<file path="config.mk">
export PLATFORM = sky130hd
export DESIGN_NAME = pong_game_fsm
export DESIGN_NICKNAME = d
export VERILOG_FILES = /design/src/rtl/pong_pkg.sv /design/src/rtl/rise_det.sv /design/src/rtl/pong_game_fsm.sv
export SDC_FILE = /design/constraint.sdc
export NUM_CORES = 1
export LEC_CHECK = 0
export ABC_AREA = 1
export BUFFER_PORTS_ARGS = -buffer_cell sky130_fd_sc_hd__buf_2
export CAP_MARGIN = 20
export CORE_ASPECT_RATIO = 0.75
export CORE_MARGIN = 8
export CORE_UTILIZATION = 51
export DETAILED_ROUTE_END_ITERATION = 16
export PLACE_DENSITY = 0.74
export REMOVE_ABC_BUFFERS = 1
export SLEW_MARGIN = 0
export SYNTH_ARGS = -nofsm -noshare
export SYNTH_HDL_FRONTEND = slang
export SYNTH_SLANG_ARGS = --single-unit
export TNS_END_PERCENT = 50
</file>
<file path="constraint.sdc">
create_clock -name clk -period 1.4 [get_ports clk]
set_input_delay 0.07 -clock clk [delete_from_list [all_inputs] [get_ports clk]]
set_output_delay 0.07 -clock clk [all_outputs]
set_load 0.02 [all_outputs]
</file>
<file path="src/rtl/pong_pkg.sv">
// Shared state encodings, screen codes and defaults for the pong game controller.
package pong_pkg;

    typedef enum logic [2:0] {
        ST_MENU  = 3'd0,
        ST_SERVE = 3'd1,
        ST_PLAY  = 3'd2,
        ST_POINT = 3'd3,
        ST_OVER  = 3'd4
    } state_e;

    localparam logic [1:0] SCR_MENU = 2'd0;
    localparam logic [1:0] SCR_GAME = 2'd1;
    localparam logic [1:0] SCR_OVER = 2'd2;

    localparam int unsigned WIN_SCORE_DEF    = 7;
    localparam int unsigned SERVE_FRAMES_DEF = 60;
    localparam int unsigned POINT_FRAMES_DEF = 90;

    function automatic logic [3:0] sat_inc(input logic [3:0] v);
        return (v == 4'hF) ? v : v + 4'd1;
    endfunction

endpackage

</file>
<file path="src/rtl/rise_det.sv">
// Rising-edge detector: one-cycle pulse when din goes high; history clears in reset.
module rise_det (
    input  logic clk,
    input  logic rst,
    input  logic din,
    output logic pulse
);

    logic prev_q, prev_d;

    always_comb prev_d = din;

    always_ff @(posedge clk or negedge rst) begin
        if (!rst) prev_q <= 1'b0;
        else      prev_q <= prev_d;
    end

    // History of 0 at reset means a level already high at release yields a pulse.
    assign pulse = din & ~prev_q;

endmodule

</file>
<file path="src/rtl/pong_game_fsm.sv">
// Pong game sequencer: menu, serve delay, play, point pause and game-over screens,
// with score keeping and frame-based timing from vsync.
module pong_game_fsm
    import pong_pkg::*;
#(
    parameter int unsigned WIN_SCORE    = WIN_SCORE_DEF,
    parameter int unsigned SERVE_FRAMES = SERVE_FRAMES_DEF,
    parameter int unsigned POINT_FRAMES = POINT_FRAMES_DEF
) (
    input  logic       clk,
    input  logic       rst,
    input  logic       vsync_in,
    input  logic       mouse_left,
    input  logic       miss_l,
    input  logic       miss_r,
    output logic [1:0] screen_sel,
    output logic       ball_rst,
    output logic       ball_en,
    output logic       serve_dir,
    output logic [3:0] score_l,
    output logic [3:0] score_r,
    output logic       winner
);

    localparam logic [7:0] SERVE_LAST = 8'(SERVE_FRAMES - 1);
    localparam logic [7:0] POINT_LAST = 8'(POINT_FRAMES - 1);
    localparam logic [3:0] WIN_PTS    = 4'(WIN_SCORE);

    logic tick, start;

    rise_det u_vsync_det (.clk(clk), .rst(rst), .din(vsync_in),   .pulse(tick));
    rise_det u_mouse_det (.clk(clk), .rst(rst), .din(mouse_left), .pulse(start));

    state_e     state_q, state_d;
    logic [7:0] cnt_q, cnt_d;
    logic [3:0] score_l_q, score_l_d, score_r_q, score_r_d;
    logic       serve_dir_q, serve_dir_d;
    logic       winner_q, winner_d;
    logic [1:0] screen_sel_q, screen_sel_d;
    logic       ball_rst_q, ball_rst_d;
    logic       ball_en_q, ball_en_d;

    always_comb begin
        state_d     = state_q;
        cnt_d       = cnt_q;
        score_l_d   = score_l_q;
        score_r_d   = score_r_q;
        serve_dir_d = serve_dir_q;
        winner_d    = winner_q;

        case (state_q)
            ST_MENU: begin
                if (start) begin
                    score_l_d   = 4'd0;
                    score_r_d   = 4'd0;
                    serve_dir_d = 1'b0;
                    state_d     = ST_SERVE;
                end
            end
            ST_SERVE: begin
                if (tick) begin
                    if (cnt_q == SERVE_LAST) state_d = ST_PLAY;
                    else                     cnt_d   = cnt_q + 8'd1;
                end
            end
            ST_PLAY: begin
                if (miss_l && miss_r) begin
                    serve_dir_d = ~serve_dir_q;
                    state_d     = ST_POINT;
                end else if (miss_l) begin
                    score_r_d   = sat_inc(score_r_q);
                    serve_dir_d = 1'b0;
                    state_d     = ST_POINT;
                end else if (miss_r) begin
                    score_l_d   = sat_inc(score_l_q);
                    serve_dir_d = 1'b1;
                    state_d     = ST_POINT;
                end
            end
            ST_POINT: begin
                if (tick) begin
                    if (cnt_q == POINT_LAST) begin
                        if (score_l_q >= WIN_PTS || score_r_q >= WIN_PTS) begin
                            state_d  = ST_OVER;
                            winner_d = (score_r_q > score_l_q);
                        end else begin
                            state_d  = ST_SERVE;
                        end
                    end else begin
                        cnt_d = cnt_q + 8'd1;
                    end
                end
            end
            ST_OVER: begin
                if (start) state_d = ST_MENU;
            end
            default: state_d = ST_MENU;
        endcase

        // Every state starts its frame count from zero; an exiting tick is not carried over.
        if (state_d != state_q) cnt_d = 8'd0;

        // Outputs are decoded from the next state so they register alongside it.
        case (state_d)
            ST_MENU:  screen_sel_d = SCR_MENU;
            ST_OVER:  screen_sel_d = SCR_OVER;
            default:  screen_sel_d = SCR_GAME;
        endcase
        ball_rst_d = (state_d == ST_MENU) || (state_d == ST_SERVE) || (state_d == ST_OVER);
        ball_en_d  = (state_d == ST_PLAY);
    end

    always_ff @(posedge clk or negedge rst) begin
        if (!rst) begin
            state_q      <= ST_MENU;
            cnt_q        <= 8'd0;
            score_l_q    <= 4'd0;
            score_r_q    <= 4'd0;
            serve_dir_q  <= 1'b0;
            winner_q     <= 1'b0;
            screen_sel_q <= SCR_MENU;
            ball_rst_q   <= 1'b1;
            ball_en_q    <= 1'b0;
        end else begin
            state_q      <= state_d;
            cnt_q        <= cnt_d;
            score_l_q    <= score_l_d;
            score_r_q    <= score_r_d;
            serve_dir_q  <= serve_dir_d;
            winner_q     <= winner_d;
            screen_sel_q <= screen_sel_d;
            ball_rst_q   <= ball_rst_d;
            ball_en_q    <= ball_en_d;
        end
    end

    assign screen_sel = screen_sel_q;
    assign ball_rst   = ball_rst_q;
    assign ball_en    = ball_en_q;
    assign serve_dir  = serve_dir_q;
    assign score_l    = score_l_q;
    assign score_r    = score_r_q;
    assign winner     = winner_q;

endmodule

</file>
* After elaboration in Yosys (flattened, before gate mapping) *
Cells that the tools add are included.

word-level totals
  bits of input ports = 6
  output and inout bits = 14
  register bits after elaboration = 27
  logic and storage cells = 92

cells by class
  bitwise operators = 5
  add/sub/neg operators = 3
  magnitude comparators = 3
  equal/unequal tests = 24
  multiplexer cells = 33
  reduce and logical (&&, ||, !) cells = 13

operators by type and width
  cell                 number
  $mux 8               5
  $mux 4               8
  $mux 3               10
  $pmux 4 s2           2
  $pmux 8 s2           1
  $pmux 3 s5           1
  $ne 2x2->1 const B   7
  $ne 3x3->1 const B   4
  $reduce_and 5->1     2
  $eq 3x2->1 const B   3
  $add 4x1->4 const B  2
  $add 8x1->8 const B  1
  $eq 4x4->1 const B   2
  $eq 8x6->1 const B   1
  $eq 8x7->1 const B   1
  $ge 4x3->1 const B   2
  $eq 3x1->1 const B   2
  $eq 3x3->1 const B   2
  $logic_not 3->1      2
  $reduce_and 6->1     1
  $gt 4x4->1           1
  $mux 1               4
  $ne 4x4->1 const B   1
  $pmux 2 s2           1
  10 further kinds     15

* Depth between registers and ports, before layout *
Gate-level depths: netlist of the first run.

  depth after elaboration = 9
  mapped depth = 12
  gate-level depth less buffers = 12

* Hierarchy *
Synthesis of the first run repeated with hierarchy kept, for this count alone.

unflattened totals
  cell total of the unflattened synthesis = 201
  area, all modules = 1,604.0 sq um

by module, submodules not included
  module         times used  seq. area each (sq um)  area each (sq um)  cells each
  pong_game_fsm  1           626.9                   1,534.0            195
  rise_det       2           25.0                    35.0               3

* Least setup slack after synthesis of the first run *
OpenSTA, ideal clock, no wires.

  kind = register to register
  from = register score_r_q[0] (netlist: score_r[0])
  to = register cnt_q[4]
  library setup time = 0.071 ns
  path buffers = 0
  data required time = 1.329 ns
  data arrival time = 1.422 ns
  period minus slack after synthesis = 1.493 ns
  path slack = -0.093 ns
  cell stages (with the launch flop) = 11
  cells stage by stage = dfrtp_1 ha_1 nand2_1 nand4_1 nand3_1 nand2_1 nand2_2 nand2_1 nand2_2 nand2_4 nor2_1

on the way
  word-level cells in the longest chain between the ends = 9
  elaborated cells on any way between the ends = 14
  classes of those cells = order compare: 1; eq/ne: 5; mux: 5; reduce/logical: 3

ends and longest elaborated chain
  element                                                           RTL line              RTL
  from (decl)                                                       pong_game_fsm.sv:36   logic [3:0] score_l_q, score_l_d, score_r_q, score_r_d;
  from (signal assigned)                                            pong_game_fsm.sv:128  score_r_q <= score_r_d;
  $ge 4x3->1 (*)                                                    pong_game_fsm.sv:83   if (score_l_q >= WIN_PTS || score_r_q >= WIN_PTS) begin
  $logic_or 1x1->1 (*)                                              pong_game_fsm.sv:83
  $mux 3 (*)                                                        pong_game_fsm.sv:83
  $mux 3 (*)                                                        pong_game_fsm.sv:82   if (cnt_q == POINT_LAST) begin
  $mux 3 (*)                                                        pong_game_fsm.sv:81   if (tick) begin
  $pmux 3 s5 (*)                                                    pong_game_fsm.sv:51   case (state_q)
  net state_d[0]                                                    pong_game_fsm.sv:34   state_e state_q, state_d;
  $ne 3x3->1 (*)                                                    pong_game_fsm.sv:101  if (state_d != state_q) cnt_d = 8'd0;
  $ne 3x3->1 (no line) / $reduce_bool 3->1 (equally long branches)  n/a
  $reduce_and 5->1 (no line)                                        n/a
  to (signal assigned)                                              pong_game_fsm.sv:126  cnt_q <= cnt_d;
  to (decl)                                                         pong_game_fsm.sv:35   logic [7:0] cnt_q, cnt_d;

The timed path passes the listed nets; every way through them passes the cells marked *.
A chain may end at the register's enable or synchronous reset.

* Worst setup path in the final report of the first run *
  from = register state_q[2]
  to = register cnt_q[4]

on the way
  word-level cells in the longest chain between the ends = 7
  elaborated cells on any way between the ends = 24
  classes of those cells = eq/ne: 9; mux: 12; reduce/logical: 3

ends and longest elaborated chain
  element                                                           RTL line              RTL
  from (decl)                                                       pong_game_fsm.sv:34
  from (signal assigned)                                            pong_game_fsm.sv:125  state_q <= state_d;
  $mux 3                                                            pong_game_fsm.sv:74   end else if (miss_r) begin
  $mux 3                                                            pong_game_fsm.sv:70   end else if (miss_l) begin
  $mux 3                                                            pong_game_fsm.sv:67   if (miss_l && miss_r) begin
  $pmux 3 s5                                                        pong_game_fsm.sv:51
  $ne 3x3->1                                                        pong_game_fsm.sv:101
  $ne 3x3->1 (no line) / $reduce_bool 3->1 (equally long branches)  n/a
  $reduce_and 5->1 (no line)                                        n/a

Several ways; a longest one is shown, not always the timed one.

==> results of run 1 <==
-- final timing paths --
check	from	endpoint	cells after the start
worst max-delay path	state_q[2]	cnt_q[4]	10
worst min-delay path	miss_r	serve_dir	4
worst max register to register	state_q[2]	cnt_q[4]	10
worst min register to register	winner	winner	2
max in group asynchronous	rst	ball_en	2
min in group asynchronous	rst	score_r[1]	2
-- power groups by stage --
stage                     logic (W)  clock network [W]  registers [W]
after floorplan            0.000591                  0        0.00107
after global placement      0.00126                  0       0.000972
after detailed placement    0.00129                  0       0.000979
after CTS                   0.00135           0.000446       0.000963
after global routing        0.00184           0.000480       0.000982
final                       0.00170           0.000435       0.000971
-- area by class of cell --
type	instances	area share, %
multi-input cells	137	38.6
flip-flops and latches	27	29.7
repair buffers	71	22.0
inverters	34	5.61
well taps	38	2.09
clock buffers	4	1.98
-- cells in the final DEF, fill, tap and decap left out, types with 9 or more instances in the layout --
cell type,n
buf_2,19
nand2_2,12
a21oi_1,9
buf_4,47
nand3_1,14
inv_1,26
nand2_1,25
dfrtp_1,26
nor2_1,16
-- tightest hold or removal path: cells and delay by family --
kind | cells | cell delay (ns)
AND/OR/NAND/NOR | 2 | 0.13
buffers and inverters | 1 | 0.09
AO/OA/AOI/OAI | 1 | 0.09
-- flip-flops by register name, indices dropped and copies added (netlist names) --
name	flops
u_mouse_det.prev_q	1
ball_en	1
ball_rst	1
score_r	4
cnt_q	8
serve_dir	1
screen_sel	2
score_l	4
state_q	3
winner	1
u_vsync_det.prev_q	1
-- logic make-up after synthesis --
kind of cell | Yosys count | share of synthesized area, %
AOI/OAI and AO/OA | 27 | 9.58
xor gates and xnor gates | 4 | 2.23
adders and majority gates | 8 | 6.38
buffers and inverters | 35 | 8.62
DFF | 27 | 43.2
and+or+nand+nor | 98 | 30.0
-- what timing repair did --
| action | in CTS | in global routing |
|---|---|---|
| pin swaps | 3 | 9 |
| gates resized for setup | 8 | 35 |
| hold buffers | 3 | 0 |
| endpoints found under the hold margin | 28 | 0 |
| buffers inserted | 2 | 8 |
| setup endpoints to repair | 21 | 22 |
-- per-stage QoR --
step | setup TNS [ns] | utilization, % | setup slack [ns] | instances | instance area [um^2]
global route | -4.84 | 77.5 | -0.382 | 311 | 2280
finish | -2.69 | 77.5 | -0.244 | 311 | 2280
detailed placement | -2.60 | 68.0 | -0.242 | 294 | 2000
floorplan | -2.78 | - | -0.248 | 198 | 1560
CTS | -2.28 | 71.9 | -0.222 | 303 | 2110
global placement | -1.91 | 68.0 | -0.183 | 294 | 2000
-- routing by layer --
metal	routed length (um)	up-vias
met5	0	-
li1	-	795
met2	2090	60
met4	72	0
met1	1890	794
met3	303	8
==> run metrics, run 1 <==
status=complete, but fails checks; failing checks=negative setup slack; layout net count=288; Setup Crit Path Kind=reg2reg; P_int=0.00186 W; Core ar.=2940 um^2; maximum fanout along the worst path=8; clk buf depth=2; Post-synth EDFFs=0; Max-cap violations=0; Clock power frac=14.0%; asr flop ratio synth=100%; Flop pwr share=31.2%; FF/Latch Area=677 um^2; share of layout cells above drive strength 1=43.2%; cell family with most CP delay=simple AND/OR/NAND/NOR gates; final WL=4.36 mm; Hold/Removal Path Class=in2reg; final number of setup-violating endpoints=16; Worst-Margin Slew=0.581 ns; Yosys top cell by area=dfrtp_1; Ant. Diodes=0; M2 GR Usage=21.8%; synth top area cells=dfrtp_1 (42%), nand2_1 (8.1%), inv_1 (7.4%); row cnt=17; total gr overflow=0; Net Switching=0.00125 W; layout filler cell count=200; die area=5120 um^2; busiest metal layer after global routing=met2; top-area cell type share of the netlist area=41.5%; switching share of power=40.2%; Mapped Cells=199; Worst path slowest cell=dfrtp_1; Synth Cell Area=1570 um^2; crit path cell chain=inv_2 > nand2_1 > buf_4 > nor2_1 > nand3_1 > nand4_1 > nand2_1 > inv_1 > nand2_4 > nor2_2; placer congestion estimate=0.923; max incr delay on CP=0.39 ns; Layout area overhead=45.2%; Final Hold Slack=0.145 ns; CP arrival=1.85 ns; WL/cell=14.0 um; top_reg_cell synth=dfrtp_1; Max IR drop VDD=0.845 mV; PD cells=1370 nW/um^2; vias per cell=5.33; Worst Setup End Kind=register; Final Hold Viols=0; Routed Antenna Nets=0; register area share after synthesis=43.2%; clock latency on the worst-skew pair=0.27 ns; Worst Path Buf+Inv=3; port buffer count=19; met3 usage=3.49%; top-count cell post-synth=nand2_1; syn avg cell area=7.88 um^2; Starting Density=53.4%; Worst Setup Start Kind=register; flop2flop setup slack=-0.24 ns; Die X=80.0 um; CTS buffer count=3; Die Span Y=64.0 um; depth of the CTS H-tree=1; first-pass GRT wire length=6.17 mm; Comb pwr share=54.8%; Max Clock Skew=0.00417 ns; Max Transition Viols Final=0; Global Route met1 Usage=21.4%; CTS tree=built; unrepaired setup endpoints after global routing=yes; Yosys cell types=29; CTS Root Cell=clkbuf_8; via count=1657; required time of the critical path=1.61 ns; Pwr Total=0.00311 W; worst setup margin=-0.244 ns; count of unresolved DRC violations after routing=0; fin crit share=117%; pin count of the biggest net entering global routing=28; vias in the first global route=1394; initial DRC count=143; drt first pass iters=4; initial antenna violation count=0; Synth Register Bits=27; clk sinks=27; post-DP HPWL=2.95 mm; min Tclk post-route=1.64 ns; multi-input logic area=878 um^2; I/O pin cnt=20; critical path's most frequent cell=nand2_1; YS warnings=0; clock-pin slew on the worst setup and hold paths=0.09 ns; max frequency=0.608 GHz; synth cell count leaders=nand2_1 (34), inv_1 (31), dfrtp_1 (26), nor2_1 (23), nand3_1 (17); GRT Total Usage=14.9%; Leakage Power=1.12 nW; Max-Slew Margin vs Limit=61.3%
Power figures use the tool's default switching activity.
==> inputs of run 2 (changes only) <==
==> constraint.sdc (replaced) <==
create_clock -name clk -period 1.4 [get_ports clk]
set_input_delay 0.07 -clock clk [delete_from_list [all_inputs] [get_ports clk]]
set_output_delay 0.07 -clock clk [all_outputs]
set_load 0.1 [all_outputs]
==> run 2 against run 1 <==
  * The run still ends with negative setup slack left
  * Critical path depth rose by 2
  * Utilization fell by 2.6 points
  * Flip-flop and latch count did not move
  * Total power rose by 8.2%
  * Largest power group unchanged
  * Highest routed layer unchanged
==> run metrics, run 2 (same netlist as run 1, synthesis figures left out) <==
status=complete, but fails checks; failing checks=negative setup slack; I/O pin cnt=20; fin cells=302; clk buf depth=2; row cnt=17; multi-input logic area=873 um^2; post-DP HPWL=2.94 mm; count of unresolved DRC violations after routing=0; drt first pass iters=4; Worst Setup End Kind=register; first-pass GRT wire length=6.34 mm; port buffer count=19; depth of the CTS H-tree=1; clock latency on the worst-skew pair=0.28 ns; share of layout cells above drive strength 1=39.4%; maximum fanout along the worst path=8; Worst Path Buf+Inv=1; PD cells=1530 nW/um^2; Die X=80.0 um; required time of the critical path=1.57 ns; CTS buffer count=3; placer congestion estimate=0.943; commonest non-fill, non-tap cell in the layout=buf_4; R2R Path Start=cnt_q[1]; Reg with most FFs=cnt_q; Core ar.=2940 um^2; clock-pin slew on the worst setup and hold paths=0.09 ns; pin count of the biggest net entering global routing=28; Max IR drop VDD=0.937 mV; FF/Latch Area=677 um^2; max FFs per register=8; Max Transition Viols Final=0; vias per cell=5.17; die area=5120 um^2; final number of setup-violating endpoints=18; max frequency=0.588 GHz; max incr delay on CP=0.41 ns; CP arrival=1.87 ns; Die Span Y=64.0 um; Max-Slew Margin vs Limit=60.4%; Hold/Removal Path Class=in2reg; GRT Total Usage=15.3%; initial antenna violation count=0; fin crit share=121%; Inst Count DP=293; initial DRC count=139; critical path's most frequent cell=nand2_2; Final Core Density=74.9%; Max-cap violations=0; Starting Density=53.4%; Leakage Power=1.09 nW; layout filler cell count=215; Max Clock Skew=0.00239 ns; final WL=3.91 mm; Worst path slowest cell=dfrtp_1; total gr overflow=0; Setup Crit Path Kind=reg2reg; worst setup margin=-0.300 ns; worst setup path start=cnt_q[1]; most frequent cells in the layout=buf_4 (39), inv_1 (28), dfrtp_1 (26); min Tclk post-route=1.70 ns; Worst-Margin Slew=0.593 ns; Hold Path Origin=miss_r; crit path cell chain=ha_2 > nand2_2 > nor2_4 > nand2_2 > inv_2 > nand2_2 > a21oi_4 > nand2_2 > nand2_2 > nand2_2 > nand2_4 > nor2_1; Routed Antenna Nets=0; Layout area overhead=40.3%; Ant. Diodes=0; vias in the first global route=1413; Final Hold Viols=0; WL/cell=12.9 um; CTS tree=built; Setup WS pre-CTS=-0.215 ns; unrepaired setup endpoints after global routing=yes; clk sinks=27; Worst Setup Start Kind=register; via count=1562; cell family with most CP delay=simple AND/OR/NAND/NOR gates; layout net count=279; CTS Root Cell=clkbuf_8
## run 2: routing by layer
layer  GRT usage [%]  up-vias  share of wire (%)
li1                -      782                  -
met1            21.5      718                 47
met2            22.5       56                 44
met3            3.77        6                7.5
met4            4.52        0                1.1
met5               0        -                  0
## run 2: cell type report
| type | instances | area share, % |
|---|---|---|
| clock buffer | 4 | 2.05 |
| inverter | 34 | 5.80 |
| multi-input combinational | 137 | 39.7 |
| sequential | 27 | 30.8 |
| tap | 38 | 2.16 |
| timing repair buffer | 62 | 19.5 |
## run 2: worst min-delay path, stage by stage
cell and delay, ns:
buf_2 0.09, o21ai_1 0.09, nand3_1 0.07, nand2_1 0.06
## run 2: worst paths after layout
check	end	slack, ns	cells past startpoint
worst max register to register	cnt_q[6]	-0.30	12
worst max-delay path	cnt_q[6]	-0.30	12
worst min register to register	winner	0.51	2
worst min-delay path	serve_dir	0.14	4
min in group asynchronous	score_r[1]	0.32	2
max in group asynchronous	state_q[1]	0.68	2
## run 2: where the power goes
group / leakage, nW / internal, W / switching (W)
combinational: 0.701 / 0.000662 / 0.00129
sequential: 0.362 / 0.000896 / 0.0000700
clock: 0.0228 / 0.000204 / 0.000244
total: 1.09 / 0.00176 / 0.00160
## run 2: metrics by stage
stage | area [um^2] | hold WS (ns) | TNS, ns | total power [W]
2_1_floorplan | 1560 | -0.226 | -12.81 | 0.00207
3_3_place_gp | 1990 | 0.109 | -1.89 | 0.00264
3_5_place_dp | 1990 | 0.112 | -2.38 | 0.00268
4_1_cts | 2100 | 0.125 | -1.75 | 0.00319
5_1_grt | 2200 | 0.162 | -5.45 | 0.00355
6_report | 2200 | 0.139 | -3.24 | 0.00336
## run 2: timing repair
action	CTS	global route
endpoints found under the hold margin	28	0
hold buffers	3	0
buffers inserted	1	1
endpoints found under the setup margin	24	24
pin swaps	1	9
gates resized for setup	11	25
